### src/rtl/sumador_seq.sv
// Multi-cycle adder/subtractor: adds CHUNK bits per clock over N = WIDTH/CHUNK cycles.
// The result, carry-out and signed overflow stay valid from the done pulse until the next accepted start.
module sumador_seq #(
    parameter int WIDTH = 32,
    parameter int CHUNK = 8
) (
    input  logic             clk,
    input  logic             reset,
    input  logic             start,
    input  logic             sub,
    input  logic [WIDTH-1:0] a,
    input  logic [WIDTH-1:0] b,
    output logic             busy,
    output logic             done,
    output logic [WIDTH-1:0] s,
    output logic             cout,
    output logic             ovf
);

    localparam int N   = WIDTH / CHUNK;
    localparam int KW  = (N > 1) ? $clog2(N) : 1;
    localparam int MSB = WIDTH - 1;
    localparam logic [KW-1:0] K_LAST = KW'(N - 1);

    typedef enum logic [1:0] {
        IDLE = 2'd0,
        RUN  = 2'd1,
        DONE = 2'd2
    } state_t;

    state_t           state_reg, state_next;
    logic [WIDTH-1:0] a_reg, b_reg, s_reg, s_next;
    logic [KW-1:0]    k_reg;
    logic             carry_reg, cout_reg, ovf_reg;
    logic [CHUNK-1:0] a_chunk, b_chunk;
    logic [CHUNK:0]   chunk_sum;
    logic             accept, last_chunk;

    // Operand chunk selection as a one-hot AND-OR mux over the chunk counter.
    always_comb begin
        a_chunk = '0;
        b_chunk = '0;
        for (int i = 0; i < N; i++) begin
            if (k_reg == KW'(i)) begin
                a_chunk = a_reg[i*CHUNK +: CHUNK];
                b_chunk = b_reg[i*CHUNK +: CHUNK];
            end
        end
    end

    assign chunk_sum  = {1'b0, a_chunk} + {1'b0, b_chunk} + {{CHUNK{1'b0}}, carry_reg};
    assign accept     = start && (state_reg != RUN);
    assign last_chunk = (k_reg == K_LAST);

    // Only the slice addressed by k takes the new chunk sum; the others keep their value.
    generate
        for (genvar gi = 0; gi < N; gi++) begin : g_slice
            assign s_next[gi*CHUNK +: CHUNK] = (k_reg == KW'(gi)) ? chunk_sum[CHUNK-1:0]
                                                                 : s_reg[gi*CHUNK +: CHUNK];
        end
    endgenerate

    always_comb begin
        state_next = state_reg;
        busy       = 1'b0;
        done       = 1'b0;
        case (state_reg)
            IDLE: begin
                if (start) begin
                    state_next = RUN;
                end
            end
            RUN: begin
                busy = 1'b1;
                if (last_chunk) begin
                    state_next = DONE;
                end
            end
            DONE: begin
                done       = 1'b1;
                state_next = start ? RUN : IDLE;
            end
            default: begin
                state_next = IDLE;
            end
        endcase
    end

    always_ff @(posedge clk) begin
        if (reset) begin
            state_reg <= IDLE;
            a_reg     <= '0;
            b_reg     <= '0;
            s_reg     <= '0;
            k_reg     <= '0;
            carry_reg <= 1'b0;
            cout_reg  <= 1'b0;
            ovf_reg   <= 1'b0;
        end else begin
            state_reg <= state_next;
            if (accept) begin
                // Subtraction is a + ~b + 1: the +1 enters as the initial carry.
                a_reg     <= a;
                b_reg     <= sub ? ~b : b;
                carry_reg <= sub;
                k_reg     <= '0;
                s_reg     <= '0;
            end else if (state_reg == RUN) begin
                s_reg     <= s_next;
                carry_reg <= chunk_sum[CHUNK];
                if (last_chunk) begin
                    k_reg    <= '0;
                    cout_reg <= chunk_sum[CHUNK];
                    ovf_reg  <= (a_reg[MSB] == b_reg[MSB]) && (s_next[MSB] != a_reg[MSB]);
                end else begin
                    k_reg <= k_reg + KW'(1);
                end
            end
        end
    end

    assign s    = s_reg;
    assign cout = cout_reg;
    assign ovf  = ovf_reg;

endmodule

### config.mk
export PLATFORM = sky130hd
export DESIGN_NAME = sumador_seq
export DESIGN_NICKNAME = d
export VERILOG_FILES = /design/src/rtl/sumador_seq.sv
export SDC_FILE = /design/constraint.sdc
export NUM_CORES = 1
export LEC_CHECK = 0
export CORE_ASPECT_RATIO = 0.7
export CORE_UTILIZATION = 53
export CTS_BUF_LIST = sky130_fd_sc_hd__clkbuf_4
export CTS_CLUSTER_DIAMETER = 100
export DETAILED_ROUTE_END_ITERATION = 7
export PLACE_DENSITY = 0.89
export SYNTH_ARGS = -nofsm -noshare
export SYNTH_HDL_FRONTEND = slang
export SYNTH_SLANG_ARGS = --single-unit
### constraint.sdc
create_clock -name clk -period 4.45 [get_ports clk]
set_clock_uncertainty 0.2 [all_clocks]
set_input_delay 0.89 -clock clk [delete_from_list [all_inputs] [get_ports clk]]
set_output_delay 0.89 -clock clk [all_outputs]
set_load 0.05 [all_outputs]
**Yosys cells after proc, flatten, opt, wreduce, memory -nomap -nowiden**

Index checks and enable logic that the tools add are counted.

- Add/subtract/negate cells: 3
- Equal/unequal tests: 10
- Multiplexer cells: 19
- Bitwise gates (word level): 2
- Reductions and logical operators: 12

Operator list:

| cell | number |
|---|---|
| 8-bit two-way mux | 9 |
| 32-bit two-way mux | 1 |
| 32-bit inverter | 1 |
| 2-bit AND reduction | 5 |
| 8-bit by 8-bit adder with 9-bit output | 1 |
| 9-bit by 1-bit adder with 9-bit output | 1 |
| 2-bit == test, second input constant | 3 |
| 2-bit two-way mux | 3 |
| 2-bit case mux with 3 select lines | 1 |
| 1-bit two-way mux | 5 |
| 2-bit by 1-bit == test with 1-bit output, second input constant | 2 |
| 2-bit logical NOT | 2 |
| 2-bit inequality test, second input constant | 2 |
| 3-bit AND reduction | 1 |
| 2-bit by 1-bit adder with 2-bit output, second input constant | 1 |
| 1-bit logical AND | 2 |
| 2-bit by 1-bit inequality test with 1-bit output, second input constant | 1 |
| 2-bit nonzero test | 1 |
| 2-bit OR reduction | 1 |
| 1-bit == test | 1 |
| 1-bit inequality test | 1 |
| 1-bit inverter | 1 |

- Bits in registers: 103
- Bits of input ports: 68
- Output and inout port bits: 36
- Word-level logic and storage cells: 58

**Depth between registers and ports, before layout**

Gate-level depths: netlist (run 1).

- Depth after elaboration: 10
- Depth in mapped cells: 16
- Depth with buffers taken out: 15

**Least setup slack after synthesis (run 1)**

Ideal clock, no wire load.

- Path type: reg2reg
- Start point: register k_reg[0]
- End point: register ovf_reg, in the netlist ovf
- Setup time: 91 ps
- Data arrival time: 3,125 ps
- Required time: 4,159 ps
- Slack: 1,034 ps
- Stages on the path, launching flop included: 15
- Buffers on the path: 2
- Period minus slack after synthesis: 3,416 ps
- Cell sequence: dfxtp_1 inv_1 ha_1 clkbuf_1 clkbuf_1 nand3b_1 a21oi_1 a21oi_1 o21ai_0 ha_1 o211a_1 o31a_1 o2111a_2 or4_1 a311oi_1

- Longest elaborated chain between the ends: 10
- Elaborated cells between the ends (all ways): 18
- Those cells by class: add/sub: 2; eq/ne: 4; mux: 9; reduce/logical: 3

Ends and longest elaborated chain:

| what | RTL line | source |
|---|---|---|
| start, declared | 33 | `logic [KW-1:0] k_reg;` |
| start signal, assigned | 116 | `k_reg <= k_reg + KW'(1);` |
| 2-bit logical NOT | 44 | `if (k_reg == KW'(i)) begin` |
| 8-bit two-way mux (4 in a row) | 44 |  |
| 8-bit by 8-bit adder with 9-bit output | 51 | `assign chunk_sum = {1'b0, a_chunk} + {1'b0, b_chunk} + {{CHUNK{1'b0}}, carry_reg};` |
| 9-bit by 1-bit adder with 9-bit output | 51 |  |
| 8-bit two-way mux | 58 | `assign s_next[gi*CHUNK +: CHUNK] = (k_reg == KW'(gi)) ? chunk_sum[CHUNK-1:0]` |
| 1-bit inequality test | 114 | `ovf_reg <= (a_reg[MSB] == b_reg[MSB]) && (s_next[MSB] != a_reg[MSB]);` |
| 1-bit logical AND | 114 |  |
| end signal, assigned | 114 |  |
| end, declared | 34 | `logic carry_reg, cout_reg, ovf_reg;` |

Several ways; a longest one is shown, not always the timed one.
A chain may end at the register's enable or synchronous reset.

**Worst setup path after layout (run 1)**

- Start point: register k_reg[1]
- End point: register s_reg[6], in the netlist s[6]

- Longest elaborated chain between the ends: 7
- Elaborated cells between the ends (all ways): 15
- Those cells by class: add/sub: 2; eq/ne: 3; mux: 8; reduce/logical: 2

Ends and longest elaborated chain:

| what | RTL line | source |
|---|---|---|
| 2-bit logical NOT | 44, 58 |  |
| 8-bit two-way mux (4 in a row) | 44 |  |
| 8-bit by 8-bit adder with 9-bit output | 51 |  |
| 9-bit by 1-bit adder with 9-bit output | 51 |  |
| end signal, assigned | 109 | `s_reg <= s_next;` |
| end, declared | 32 | `logic [WIDTH-1:0] a_reg, b_reg, s_reg, s_next;` |

Several ways; a longest one is shown, not always the timed one.

==> results of run 1 <==
## layer usage
metal / part of all wire / routed length (microns)
met1: 0.47 / 5930
met2: 0.44 / 5550
met3: 0.068 / 848
met4: 0.013 / 158
met5: 0 / 0
## cell families after synthesis
group	after synthesis
simple gates	233
flops	103
mux	1
buf+inv	56
fa+ha+maj	13
xor+xnor	33
compound gates	171
## area by class of cell
type,count,area [sq um]
tap,120,150
sequential,103,2060
clock inverter,6,46.3
inverter,8,30.0
timing repair buffer,111,1090
fill,689,2630
multi-input combinational,451,2500
clock buffer,10,75.1
## worst max-delay path, stage by stage (launching register included)
cell and delay, ns:
dfxtp_1 0.37, inv_1 0.09, ha_1 0.45, buf_4 0.29, nand3b_1 0.13, a21oi_1 0.08, a21oi_1 0.15, nor2_1 0.06
a21oi_1 0.19, fa_1 0.22, inv_1 0.06, fa_1 0.41, a211o_2 0.34, a211o_1 0.30, a221oi_2 0.39, nand2_1 0.11
a21oi_1 0.13
## worst min path at each step
stage,end,depth (start not counted)
2_1_floorplan,a_reg[0],2
5_1_grt,s[13],2
6_report,s[20],2
4_1_cts,s[20],2
3_3_place_gp,a_reg[26],2
3_5_place_dp,s[20],2
## report_power, final
group	total [W]	internal, W	switching, W
clock network	0.000454	0.000124	0.000330
registers	0.00101	0.000973	0.0000330
logic	0.000383	0.000168	0.000215
total	0.00184	0.00127	0.000578
## what timing repair did
action | in CTS | in global routing
setup buffers | 0 | 0
setup endpoints to repair | 0 | 4
gates resized for setup | 0 | 1
## cell usage in the layout, fill, tap and decap left out, drive strengths merged, types with 3 or more instances in the layout
cell type / n
clkbuf: 10
a211oi: 42
or3: 6
a21oi: 96
nand3: 8
o21ai: 17
inv: 9
nand2b: 3
nand2: 138
xnor2: 33
buf: 10
clkinvlp: 3
a211o: 3
ha: 11
clkdlybuf4s50: 101
nand3b: 16
and2: 5
dfxtp: 103
nor2: 52
## through the flow
stage	total power [W]	instance area [sq um]	cells	hold WS (ns)	setup WS, ns
CTS	0.00183	5950	809	0.268	0.374
finish	0.00184	5960	809	0.266	0.443
floorplan	0.00126	4770	610	0.236	1.03
global route	0.00192	5960	809	0.290	0.106
detailed placement	0.00140	5830	793	0.248	0.403
global placement	0.00139	5830	793	0.242	0.655
==> results.yml, run 1 <==
sta:
  grt_setup_unrepaired: "false"
  relSlewSlack: 0.408
  fmax_ghz: 0.250
  setup_viol: 0
  tightest_slew_ns: 0.888
  setup_tns_ns: 0
  hold_violations: 0
  period_needed_ns: 4.01
  slew_violations: 0
  finalCritPeriodShare: 0.900
critical_path:
  r2r-end: "s[6]"
  crit_path_end: "s[6]"
  crit_start: "k_reg[1]"
  reg2reg_depth: 16
  ff2ff_setup_slack_ns: 0.44
  cp.required_ns: 4.66
  end_kind: "register"
  cp-start-kind: "register"
  r2r_start: "k_reg[1]"
  critPathArrivalTime_ns: 4.22
  critPathMaxFanout: 18
  worstSetupPathType: "reg -> reg"
global_route:
  grt_use_met3: 0.0604
  grt_use_met2: 0.441
  grt_max_degree: 76
  grt_util_all_layers: 0.277
  busiest_layer: "met2"
  grt_pass1_vias: 4101
  grtUsageMet1: 0.379
  gr-total-overflow: 0
  antenna_found_initial: 0
  grt_pass1_wl_mm: 19.9
place:
  gp_congestion: 0.878
  io_buffers: 103
  dp_hpwl_mm: 9.13
synth:
  ys.flop_type: "dfxtp_1"
  synth_cells: 610
  synth_cell_types: 36
  syn_area_per_cell_sq_um: 7.81
  synth-async-reset-ratio: 0
  yosys.area_share.simple: 0.209
  synth_nets: 691
  synthAdderAreaFrac: 0.0373
  syn-cell-area_sq_um: 4770
  yosysMostFrequentCell: "nand2_1"
  yosys-top-cells-area: "dfxtp_1 (43%), nand2_1 (11%), a21oi_1 (10%)"
  ys_seq_elements: 103
  yosys_warnings: 0
  synth_top_family_by_area: "compound AO/OA/AOI/OAI gates"
  netlist.area_leader.share: 0.433
  synth_top_area_cell: "dfxtp_1"
  synth_compound_area_frac: 0.214
  synth_xor_area_frac: 0.0606
  synth_top_cells_by_count: "nand2_1 (138), dfxtp_1 (103), a21oi_1 (96)"
  muxShareOfSynthArea: 0.00210
  seq_area_frac_synth: 0.433
  synth_enable_flop_cells: 0
power:
  ir_drop_uv: 148
  leakage_nw: 2.11
  power_density_nw_per_um2: 309
routing:
  drt_iter0_markers: 354
  drt-total-wl_mm: 12.5
  num_vias: 4452
  firstDrtPassIters: 5
  detail-route-antenna-nets: 0
  vias_per_cell: 5.50
  wl_per_cell_microns: 15.4
  drcViolationCount: 0
floorplan:
  die-height_microns: 81.4
  core_sq_um: 8580
  die-area_sq_um: 9380
  die_x_microns: 115
  initial_core_util: 0.555
  io_pins: 104
  rows: 28
hold_path:
  holdCritPathClass: "reg -> reg"
  hold_path.startpoint: "s[20]"
clock_network:
  htree_num_levels: 3
  clockRootBuffer: "clkbuf_4"
  cts_hold_buffers: 0
  cts_buffers: 9
  cts_max_path_buffers: 2
  cts_tree: "done"
  clock_latency_ns: 0.47
  cts_sinks: 103
  cts.clk_slew.worst_paths_ns: 0.15
outcome:
  status: "finished clean"
finish:
  utilization: 0.694
  final_nets: 765
  antennaDiodeCount: 0
  area_delta_synth_final_pct: 25.0
  drive_gt1_frac: 0.0508
flow_run:
  drv_cap: 0
Note: power is estimated with default switching activity, not from simulation.
==> run 2, diff against run 1 <==
--- a/config.mk
+++ b/config.mk
@@ -10,6 +10,7 @@
 export CTS_BUF_LIST = sky130_fd_sc_hd__clkbuf_4
 export CTS_CLUSTER_DIAMETER = 100
 export DETAILED_ROUTE_END_ITERATION = 7
+export GPL_ROUTABILITY_DRIVEN = 0
 export PLACE_DENSITY = 0.89
 export SYNTH_ARGS = -nofsm -noshare
 export SYNTH_HDL_FRONTEND = slang
==> results.yml, run 2 (synthesis gave the netlist of run 1 again) <==
critical_path:
  critPathArrivalTime_ns: 4.33
  cp-start-kind: "register"
  critPathMaxFanout: 18
  reg2reg_depth: 16
  crit_start: "k_reg[1]"
  cp.required_ns: 4.65
  r2r_start: "k_reg[1]"
  end_kind: "register"
  ff2ff_setup_slack_ns: 0.32
  worstSetupPathType: "reg -> reg"
  r2r-end: "s[22]"
  crit_path_end: "s[22]"
clock_network:
  cts_buffers: 9
  cts_sinks: 103
  clock_latency_ns: 0.46
  cts_max_path_buffers: 2
  clockRootBuffer: "clkbuf_4"
  ctsResizeCount: 0
  cts_tree: "done"
  cts_hold_buffers: 0
  htree_num_levels: 3
  cts.clk_slew.worst_paths_ns: 0.15
  postCtsSetupBuffers: 0
sta:
  setup_tns_ns: 0
  tightest_slew_ns: 0.892
  slew_violations: 0
  finalCritPeriodShare: 0.929
  period_needed_ns: 4.13
  setup_viol: 0
  fmax_ghz: 0.242
  grt_setup_unrepaired: "false"
  hold_violations: 0
  hold_ws_ns: 0.265
  relSlewSlack: 0.405
power:
  ir_drop_uv: 167
  leakage_nw: 2.11
  power_density_nw_per_um2: 301
floorplan:
  io_pins: 104
  die-height_microns: 81.4
  core_sq_um: 8580
  rows: 28
  die-area_sq_um: 9380
  initial_core_util: 0.555
  die_x_microns: 115
finish:
  final_nets: 765
  final_common_cell: "nand2_1"
  area_delta_synth_final_pct: 24.4
  finalInstanceArea_sq_um: 5930
  antennaDiodeCount: 0
  drive_gt1_frac: 0.0480
  final_cell_mix: "nand2_1 (138), dfxtp_1 (103), clkdlybuf4s50_1 (101)"
global_route:
  grt_pass1_vias: 4068
  grt_util_all_layers: 0.265
  gr-total-overflow: 0
  antenna_found_initial: 0
  grt_pass1_wl_mm: 19.1
  grt_max_degree: 76
routing:
  wl_per_cell_microns: 15.0
  drt-total-wl_mm: 12.1
  num_vias: 4504
  vias_per_cell: 5.57
  drcViolationCount: 0
  firstDrtPassIters: 4
  detail-route-antenna-nets: 0
  drt_iter0_markers: 450
outcome:
  status: "finished clean"
place:
  dp_hpwl_mm: 8.96
  place_area_sq_um: 5830
  io_buffers: 103
flow_run:
  drv_cap: 0
hold_path:
  holdCritPathClass: "reg -> reg"
==> run 2: changes by cell type in the layout (fill, tap and decap cells not counted), sizes merged <==
| cell | delta |
|---|---|
| inv | -1 |
| clkinvlp | -2 |
| clkinv | +2 |
==> run 2: worst max-delay path: stages (launching register included) <==
cell and delay, ns:
dfxtp_1 0.37, inv_1 0.09, ha_1 0.49, buf_4 0.29, nand3b_1 0.13, a21oi_1 0.08, a21oi_1 0.12, nor2_1 0.05
a21oi_1 0.17, fa_1 0.22, inv_1 0.06, fa_1 0.42, a211o_2 0.35, a211o_1 0.29, a221oi_1 0.48, nand2_1 0.11
a21oi_1 0.14
==> run 2: per-layer routing <==
layer	vias to the layer above	global-route usage	wire, microns
met4	0	0.0961	279
met5	-	0	0
met2	212	0.420	5400
met3	29	0.0776	997
met1	2042	0.343	5460
li1	2221	-	-
==> run 2: metrics by stage <==
stage          std cells  total power, W   util  setup slack [ns]
6_report             808         0.00179  0.691             0.318
5_1_grt              808         0.00187  0.691            0.0130
4_1_cts              808         0.00179  0.691             0.377
3_5_place_dp         793         0.00140  0.679             0.437
3_3_place_gp         793         0.00138  0.679             0.675
2_1_floorplan        610         0.00126      -              1.03
==> run 2: worst min path at each step <==
stage                         start        end  slack [ns]  cells past startpoint
after global placement    a_reg[21]  a_reg[21]        0.24                      2
final                         s[28]      s[28]        0.26                      2
after floorplan            a_reg[0]   a_reg[0]        0.24                      2
after detailed placement      s[28]      s[28]        0.25                      2
after global routing           s[4]       s[4]        0.29                      2
after CTS                     s[28]      s[28]        0.27                      2
==> run 2: report_power, final <==
| group | leakage [nW] | internal, W | switching [W] |
|---|---|---|---|
| combinational | 1.21 | 0.000167 | 0.000212 |
| sequential | 0.843 | 0.000973 | 0.0000340 |
| clock | 0.0595 | 0.000114 | 0.000287 |
==> run 2: layout make-up <==
class / instances / area (sq um)
multi-input cells: 451 / 2490
repair buffers: 111 / 1090
inverters: 8 / 30.0
flip-flops and latches: 103 / 2060
fillers: 676 / 2650
clock buffers: 10 / 75.1
well taps: 120 / 150
clock inverters: 5 / 26.3
==> run 3, diff against run 2 <==
--- a/config.mk
+++ b/config.mk
@@ -12,6 +12,7 @@
 export DETAILED_ROUTE_END_ITERATION = 7
 export GPL_ROUTABILITY_DRIVEN = 0
 export PLACE_DENSITY = 0.89
+export SKIP_CTS_REPAIR_TIMING = 1
 export SYNTH_ARGS = -nofsm -noshare
 export SYNTH_HDL_FRONTEND = slang
 export SYNTH_SLANG_ARGS = --single-unit
==> results of run 3 <==
The final DEF is identical to that of run 2; final timing and power are the same.
